### src/rtl/program_counter_if.sv
// program_counter_if
//   Bundles the program-counter datapath signals shared between the
//   next-address/control logic (master) and the PC register (slave).
//   Clock and reset are not part of the bundle.
//
//   Parameter:
//     WIDTH        address width in bits
//   Signals:
//     PCWrite      load enable, 1 = capture PCNext at the next rising edge
//     PCNext       candidate next PC value
//     PCResult     registered current PC
//     TempPCResult combinational preview of the PC after the next edge
interface program_counter_if #(
  parameter int WIDTH = 5
);
  logic             PCWrite;
  logic [WIDTH-1:0] PCNext;
  logic [WIDTH-1:0] PCResult;
  logic [WIDTH-1:0] TempPCResult;

  // Control/next-address side: drives the enable and candidate address.
  modport master (
    output PCWrite,
    output PCNext,
    input  PCResult,
    input  TempPCResult
  );

  // PC register side.
  modport slave (
    input  PCWrite,
    input  PCNext,
    output PCResult,
    output TempPCResult
  );
endinterface

### src/rtl/program_counter.sv
// program_counter
//   Write-enabled program-counter register for the CPU datapath. PCResult
//   holds the current instruction address and loads PCNext on a rising edge
//   of Clk when PCWrite is 1. TempPCResult previews the value PCResult will
//   take at the next rising edge, so hazard/debug logic can use it without
//   waiting a cycle.
//
//   Optional feature (macro PC_AUTOINC_EN):
//     defined   - with PCWrite=0 the PC increments by 1 each edge, wrapping
//                 modulo 2^WIDTH; PCWrite=1 still loads PCNext first.
//     undefined - with PCWrite=0 the PC holds; no incrementer is built.
//
//   Parameters:
//     WIDTH        address width (must match the interface WIDTH)
//     RESET_VALUE  PC value while Reset is asserted
//   Ports:
//     Clk          system clock, rising edge active
//     Reset        asynchronous active-low reset (0 = reset asserted)
//     bus          program_counter_if slave: PCWrite, PCNext in;
//                  PCResult, TempPCResult out
module program_counter #(
  parameter int               WIDTH       = 5,
  parameter logic [WIDTH-1:0] RESET_VALUE = '0
) (
  input  logic                   Clk,
  input  logic                   Reset,
  program_counter_if.slave       bus
);

  logic [WIDTH-1:0] pc_q;
  logic [WIDTH-1:0] pc_d;

  // Next-state selection; this same value feeds the preview output, which
  // is what guarantees PCResult after an edge equals the preview before it.
  always_comb begin
    pc_d = pc_q;
    if (bus.PCWrite) begin
      pc_d = bus.PCNext;
    end else begin
`ifdef PC_AUTOINC_EN
      pc_d = pc_q + {{(WIDTH-1){1'b0}}, 1'b1};
`else
      pc_d = pc_q;
`endif
    end
  end

  always_ff @(posedge Clk or negedge Reset) begin
    if (!Reset) begin
      pc_q <= RESET_VALUE;
    end else begin
      pc_q <= pc_d;
    end
  end

  assign bus.PCResult = pc_q;

  // Reset is asynchronous, so the preview must also be forced while it is
  // low: a pending load is discarded and the PC sits at RESET_VALUE.
  assign bus.TempPCResult = Reset ? pc_d : RESET_VALUE;

endmodule

### src/flat_wrapper.sv
// flat-port wrapper written by rule: the top's interface ports become plain ports
module program_counter_flat 
#(
  parameter int               WIDTH       = 5,
  parameter logic [WIDTH-1:0] RESET_VALUE = '0
)
  (Clk, Reset, bus_PCWrite, bus_PCNext, bus_PCResult, bus_TempPCResult);
  program_counter_if #(.WIDTH(WIDTH)) bus_i ();
  input  logic Clk;
  input  logic Reset;
  input wire logic [$bits(bus_i.PCWrite)-1:0] bus_PCWrite;
  input wire logic [$bits(bus_i.PCNext)-1:0] bus_PCNext;
  output wire logic [$bits(bus_i.PCResult)-1:0] bus_PCResult;
  output wire logic [$bits(bus_i.TempPCResult)-1:0] bus_TempPCResult;
  assign bus_i.PCWrite = bus_PCWrite;
  assign bus_i.PCNext = bus_PCNext;
  assign bus_PCResult = bus_i.PCResult;
  assign bus_TempPCResult = bus_i.TempPCResult;
  program_counter #(.WIDTH(WIDTH), .RESET_VALUE(RESET_VALUE)) u_core (.Clk(Clk), .Reset(Reset), .bus(bus_i));
endmodule
### config.mk
export PLATFORM = sky130hd
export DESIGN_NAME = program_counter_flat
export DESIGN_NICKNAME = d
export VERILOG_FILES = /design/src/rtl/program_counter_if.sv /design/src/rtl/program_counter.sv /design/src/flat_wrapper.sv
export SDC_FILE = /design/constraint.sdc
export NUM_CORES = 1
export LEC_CHECK = 0
export ABC_AREA = 1
export CAP_MARGIN = 40
export CORE_AREA = 4 4 41 43
export DETAILED_ROUTE_END_ITERATION = 8
export DIE_AREA = 0 0 45 47
export PLACE_DENSITY = 0.51
export SETUP_SLACK_MARGIN = 0.1
export SLEW_MARGIN = 20
export SYNTH_ARGS = -nofsm -noshare
export SYNTH_HDL_FRONTEND = slang
export SYNTH_SLANG_ARGS = --single-unit
### constraint.sdc
create_clock -name Clk -period 0.9 [get_ports Clk]
set_input_delay 0.135 -clock Clk [delete_from_list [all_inputs] [get_ports Clk]]
set_output_delay 0.135 -clock Clk [all_outputs]
set_load 0.01 [all_outputs]
==> flow_summary_export.csv, run 1 <==
group,metric,value,unit
outcome,status,"finished, violations left",
outcome,violations,"negative setup slack",
power_and_ir_drop,p_seq_frac,0.335,
setup_path,rr_startpoint,"u_core.bus.PCResult[3]$_DFF_PN0_",
place,gp_congestion,0.703,
timing,final.setup_skew,0,ps
setup_path,worstPathArrival,980,ps
power_and_ir_drop,powerDensity,1390,mW/mm2
drt,drt-initial-drc-count,1,
logic_synthesis,syn-num-nets,50,
cts,cts_inserted_buffers,3,
timing,fmax,0.898,GHz
logic_synthesis,synth_compound_gate_area_share,0,
drt,num_vias,312,
drt,drc,0,
logic_synthesis,yosys-top-cells-area,"dfrtp_1 (47%), inv_1 (23%), nand2_1 (21%), nor2_1 (5.6%), nor2_2 (2.3%)",
logic_synthesis,ys_ff_latch,5,
die,core_area,0.00130,mm2
timing,slew_headroom,0.875,
layout,largest_register_ff_count,5,
logic_synthesis,synth_top_area_share,0.469,
cts,cts_tree,"built",
setup_path,worst_setup_path_end_kind,"output pin",
cts,path_clk_slew,50,ps
setup_path,critPathRequiredTime,760,ps
setup_path,start_kind,"flop",
hold_path,hold_class,"primary input to asynchronous set/reset pin",
logic_synthesis,synth.area.mux_share,0,
logic_synthesis,synth_xor_area_frac,0,
die,design.portCount,18,
logic_synthesis,yosys.cell_count.top_type,"inv_1",
power_and_ir_drop,vdd_drop_max,0.715,mV
layout,antenna_cells,0,
grt,grt_max_degree,6,
logic_synthesis,synth_edf_count,0,
drt,drt-wirelength-per-cell,8.83,um
logic_synthesis,yosysSeqAreaShare,0.469,
timing,hold_violations,0,
timing,finalCritPeriodShare,1.24,
power_and_ir_drop,clkPwrFrac,0.354,
layout,nNetsFinal,80,
power_and_ir_drop,power_leakage,0.343,nW
logic_synthesis,synthCells,42,
grt,grt_pass1_wl,1250,um
grt,antenna_found_initial,0,
place,hpwlAfterDp,593,um
power_and_ir_drop,sw_frac_of_total,0.284,
drt,vias_per_cell,3.63,
timing,worst_slew_pin_slew,188,ps
timing,rsz0062_at_grt,"true",
die,die_x,45,um
timing,setup_ws,-214,ps
cts,worstSkewPairLatency,250,ps
setup_path,reg2reg_depth,4,
logic_synthesis,ys_async_sr_fraction,1.00,
grt,grt_pass1_vias,285,
logic_synthesis,synth_top_family_by_area,"simple AND/OR/NAND/NOR gates",
power_and_ir_drop,comb_power_share,0.311,
timing,setup_viol,10,
layout,drive_gt1_frac,0.451,
setup_path,rrSetupSlack,180,ps
power_and_ir_drop,switchingPower,218,uW
logic_synthesis,synthAdderAreaFrac,0,
timing,slew_viol_final,0,
timing,post-route-min-period,1110,ps
place,dp_slack,-787,ps
cts,cts.path.max_buffers,2,
cts,cts_root_buf,"clkbuf_4",
drt,ant_nets,0,
cts,cts_sinks,5,
die,row_count,13,
place,portBuffers,17,
place,place_area,518,um2
setup_path,crit_path_max_fanout,2,
logic_synthesis,avgSynthCellArea,6.35,um2
cts,htreeDepth,1,
drt,totalWireLength,759,um
logic_synthesis,synthTopCellsByCount,"inv_1 (16), nand2_1 (15), dfrtp_1 (5)",
layout,area_growth,107,%
layout,final_area,552,um2
logic_synthesis,syn_area,267,um2
grt,overflow,0,
logic_synthesis,synth_area_leader_cell,"dfrtp_1",
logic_synthesis,synth_cell_types,6,
die,initial_core_util,0.205,
setup_path,timing.rr.end,"u_core.bus.PCResult[3]$_DFF_PN0_",
setup_path,worst-setup-path-type,"flop to output pin",
die,die_area,0.00212,mm2
logic_synthesis,synthFlopType,"dfrtp_1",
drt,firstDrtPassIters,2,
grt,gr-usage-all-layers,0.0890,
logic_synthesis,yosys.area_share.simple,0.291,
logic_synthesis,yosysWarnings,0,
die,die_h,47,um
cts,hold_buffers,0,
run,drv_cap,0,
power_and_ir_drop,internal-power,549,uW
## critical path, cell delays in order (launching register included)
cell,delay [ps]
dfrtp_1,380
buf_4,140
buf_6,100
buf_6,110
## layout make-up
class,count,area [um2]
tap,15,18.8
inverter,17,63.8
timing repair buffer,25,220
clock buffer,4,26.3
sequential,5,125
fill,163,749
multi-input combinational,20,97.6
## what timing repair did
| item | in CTS | in global routing |
|---|---|---|
| resized for setup | 49 | 5 |
| setup endpoints to repair | 13 | 10 |
| setup buffers | 0 | 2 |
| pin swaps | 3 | 3 |
## power groups by stage
stage          Clock [mW]  Combinational (mW)  Sequential, mW
6_report            0.272               0.239           0.257
3_5_place_dp            0               0.235           0.259
2_1_floorplan           0              0.0686           0.269
3_3_place_gp            0               0.235           0.259
4_1_cts             0.279               0.230           0.257
5_1_grt             0.297               0.264           0.259
## placed cells by master (no fill, tap or decap)
| master | synthesis | routed |
|---|---|---|
| nand2_1 | 15 | 11 |
| buf_2 | 0 | 5 |
| inv_1 | 16 | 15 |
| dlygate4sd2_1 | 0 | 1 |
| dlymetal6s2s_1 | 0 | 1 |
| nand2_2 | 0 | 4 |
| clkbuf_4 | 0 | 3 |
| nor2_2 | 1 | 5 |
| buf_4 | 0 | 6 |
| buf_6 | 0 | 7 |
| dfrtp_1 | 5 | 5 |
| clkbuf_1 | 0 | 1 |
| clkdlybuf4s50_1 | 0 | 5 |
| inv_2 | 1 | 2 |
## metrics by stage
stage / setup TNS [ps] / hold slack (ps) / power, mW / std cells / util
after detailed placement: -5770 / 442 / 0.494 / 81 / 0.398
final: -1600 / 203 / 0.768 / 86 / 0.424
after global placement: -5730 / 434 / 0.494 / 81 / 0.398
after floorplan: 0 / -161 / 0.337 / 42 / -
after global routing: -2030 / 223 / 0.819 / 86 / 0.424
after CTS: -1630 / 202 / 0.765 / 85 / 0.408
## layer usage
layer  vias to the layer above  wire (um)  global-route usage
met1                       126        301              0.0947
met5                         -          0                   0
li1                        168          -                   -
met4                         0         12              0.0702
met2                        16        331               0.124
met3                         2        114              0.0575
## cells by family after synthesis
| family | Yosys count |
|---|---|
| DFF | 5 |
| buffers and inverters | 17 |
| and+or+nand+nor | 20 |
## worst max path at each step
stage | cells after the start | end | start | slack [ps]
2_1_floorplan | 4 | bus_TempPCResult[0] | u_core.bus.PCResult[0]$_DFF_PN0_ | 110
3_3_place_gp | 6 | bus_TempPCResult[2] | bus_PCWrite | -780
3_5_place_dp | 6 | bus_TempPCResult[2] | bus_PCWrite | -790
4_1_cts | 5 | bus_TempPCResult[3] | u_core.bus.PCResult[3]$_DFF_PN0_ | -230
5_1_grt | 5 | bus_TempPCResult[0] | u_core.bus.PCResult[0]$_DFF_PN0_ | -260
6_report | 3 | bus_PCResult[3] | u_core.bus.PCResult[3]$_DFF_PN0_ | -210
Note: power is estimated with default switching activity, not from simulation.
==> run 2, diff against run 1 <==
- CTS_BUF_LIST: not set -> sky130_fd_sc_hd__clkbuf_8
- clock period: 0.9 -> 1.3 ns (I/O delays scaled with it)
==> run 2 against run 1 <==
Net effect: clock skew did not move; register-to-register slack better by 340 ps; the run now ends clean; wire length shrank 10%; cell count is 1.2% lower; global-route usage is 1.1 points lower; core utilization fell by 1.7 points; highest routed layer is now met3; worst hold slack got worse by 180 ps; via count decreased by 7.1%; flip-flop and latch count is the same; critical path type unchanged; clock power increased by 4%; largest cell class unchanged; non-clock buffer count fell by 1.
==> flow_summary_export.csv, run 2 (synthesis results as in run 1) <==
group,metric,value,unit
timing,finalCritPeriodShare,0.903,
layout,final_cell_mix,"inv_1 (16), nand2_1 (14), dlygate4sd2_1 (7), buf_4 (7)",
cts,htreeDepth,1,
place,place_area,493,um2
grt,grt_pass1_wl,1050,um
grt,grt_max_degree,6,
timing,final.setup_skew,0,ps
drt,top_layer,"met3",
grt,gr-usage-all-layers,0.0784,
drt,wl_met2,302,um
hold_path,hold_class,"primary input to asynchronous set/reset pin",
layout,largest_register_ff_count,5,
layout,nNetsFinal,79,
grt,overflow,0,
die,initial_core_util,0.205,
cts,hold_buffers,0,
drt,drt-initial-drc-count,3,
setup_path,slowest_delay,360,ps
setup_path,crit_family,"buffers and inverters",
layout,utilization,0.407,
place,gp_congestion,0.670,
setup_path,crit_chain,"buf_4, dlygate4sd2_1",
timing,slew_headroom,0.923,
place,hpwlAfterDp,489,um
setup_path,critPathRequiredTime,1110,ps
power_and_ir_drop,totalPowerFinal,587,uW
layout,area_growth,98.6,%
die,die_x,45,um
timing,setup_ws,126,ps
layout,drive_gt1_frac,0.271,
outcome,status,"completed",
drt,ant_nets,0,
layout,final_area,529,um2
cts,worstSkewPairLatency,220,ps
drt,drc,0,
timing,rsz0062_at_grt,"true",
cts,path_clk_slew,40,ps
cts,cts_tree,"built",
cts,cts.path.max_buffers,2,
cts,cts_inserted_buffers,3,
setup_path,crit_path_max_fanout,2,
die,design.portCount,18,
die,die_h,47,um
setup_path,start_kind,"flop",
power_and_ir_drop,powerDensity,1110,mW/mm2
timing,setup-tns-final,0,ps
timing,setup_viol,0,
setup_path,worst-setup-path-type,"flop to output pin",
grt,antenna_found_initial,0,
timing,worst_slew_pin_slew,116,ps
timing,hold_violations,0,
setup_path,worst_setup_path_end_kind,"output pin",
drt,drt-wirelength-per-cell,8.01,um
layout,fillers,151,
grt,grt_pass1_vias,263,
timing,post-route-min-period,1170,ps
drt,wl_met3,85,um
drt,firstDrtPassIters,3,
setup_path,worst-path-buf-inv,2,
die,die_area,0.00212,mm2
drt,totalWireLength,681,um
die,row_count,13,
drt,vias_per_cell,3.41,
setup_path,worstPathArrival,980,ps
timing,fmax,0.852,GHz
power_and_ir_drop,vdd_drop_max,0.436,mV
place,dp_slack,-465,ps
timing,slew_viol_final,0,
power_and_ir_drop,power_leakage,0.363,nW
drt,wl_met1,293,um
layout,layout_commonest_cell,"inv_1",
layout,antenna_cells,0,
die,core_area,0.00130,mm2
drt,num_vias,290,
run,drv_cap,0,
cts,cts_root_buf,"clkbuf_8",
place,portBuffers,17,
setup_path,cp_slowest_cell,"dfrtp_1",
cts,cts_sinks,5,
-- run 2: changes by cell type in the layout (fill, tap and decap cells not counted), moves of 4 or more --
cell,before,now
buf_6,7,0
clkdlybuf4s50_1,5,0
dlygate4sd2_1,1,7
nor2_1,0,4
nor2_2,5,1
-- run 2: what timing repair did --
action                                  4_1_cts  5_1_grt
endpoints found under the hold margin         0        0
gates resized for setup                      30        6
endpoints found under the setup margin       10        6
buffers inserted                              1        1
pin swaps                                     4       10
-- run 2: power breakdown --
part / internal [mW] / switching, mW / leakage (nW)
clock network: 0.203 / 0.0799 / 0.0269
logic: 0.0674 / 0.0607 / 0.281
registers: 0.170 / 0.00605 / 0.0555
-- run 2: stage by stage --
stage	hold slack [ps]	instances
floorplan	-101	42
global placement	502	79
detailed placement	510	79
CTS	31.6	84
global route	54.7	85
finish	27.2	85
-- run 2: per-layer routing --
layer,vias to the layer above,GRT usage
li1,164,-
met1,113,0.0872
met2,13,0.0932
met3,0,0.0268
met4,0,0.123
met5,-,0
-- run 2: area by class of cell --
class / count / area (um2) / share of cell area
Timing Repair Buffer: 24 / 196 / 0.371
Clock inverter: 1 / 3.75 / 0.00709
Inverter: 17 / 63.8 / 0.121
Clock buffer: 3 / 41.3 / 0.0780
Sequential cell: 5 / 125 / 0.236
Tap cell: 15 / 18.8 / 0.0355
Multi-Input combinational cell: 20 / 80.1 / 0.151
-- run 2: final timing paths --
path | startpoint | end | slack, ps | depth (start not counted)
min reg2reg | u_core.bus.PCResult[1]$_DFF_PN0_ | u_core.bus.PCResult[1]$_DFF_PN0_ | 560 | 4
min | Reset | u_core.bus.PCResult[2]$_DFF_PN0_ | 30 | 2
min in group Clk | bus_PCNext[4] | u_core.bus.PCResult[4]$_DFF_PN0_ | 280 | 5
max reg2reg | u_core.bus.PCResult[0]$_DFF_PN0_ | u_core.bus.PCResult[0]$_DFF_PN0_ | 520 | 5
max in group asynchronous | Reset | u_core.bus.PCResult[4]$_DFF_PN0_ | 1160 | 2
max | u_core.bus.PCResult[2]$_DFF_PN0_ | bus_PCResult[2] | 130 | 2
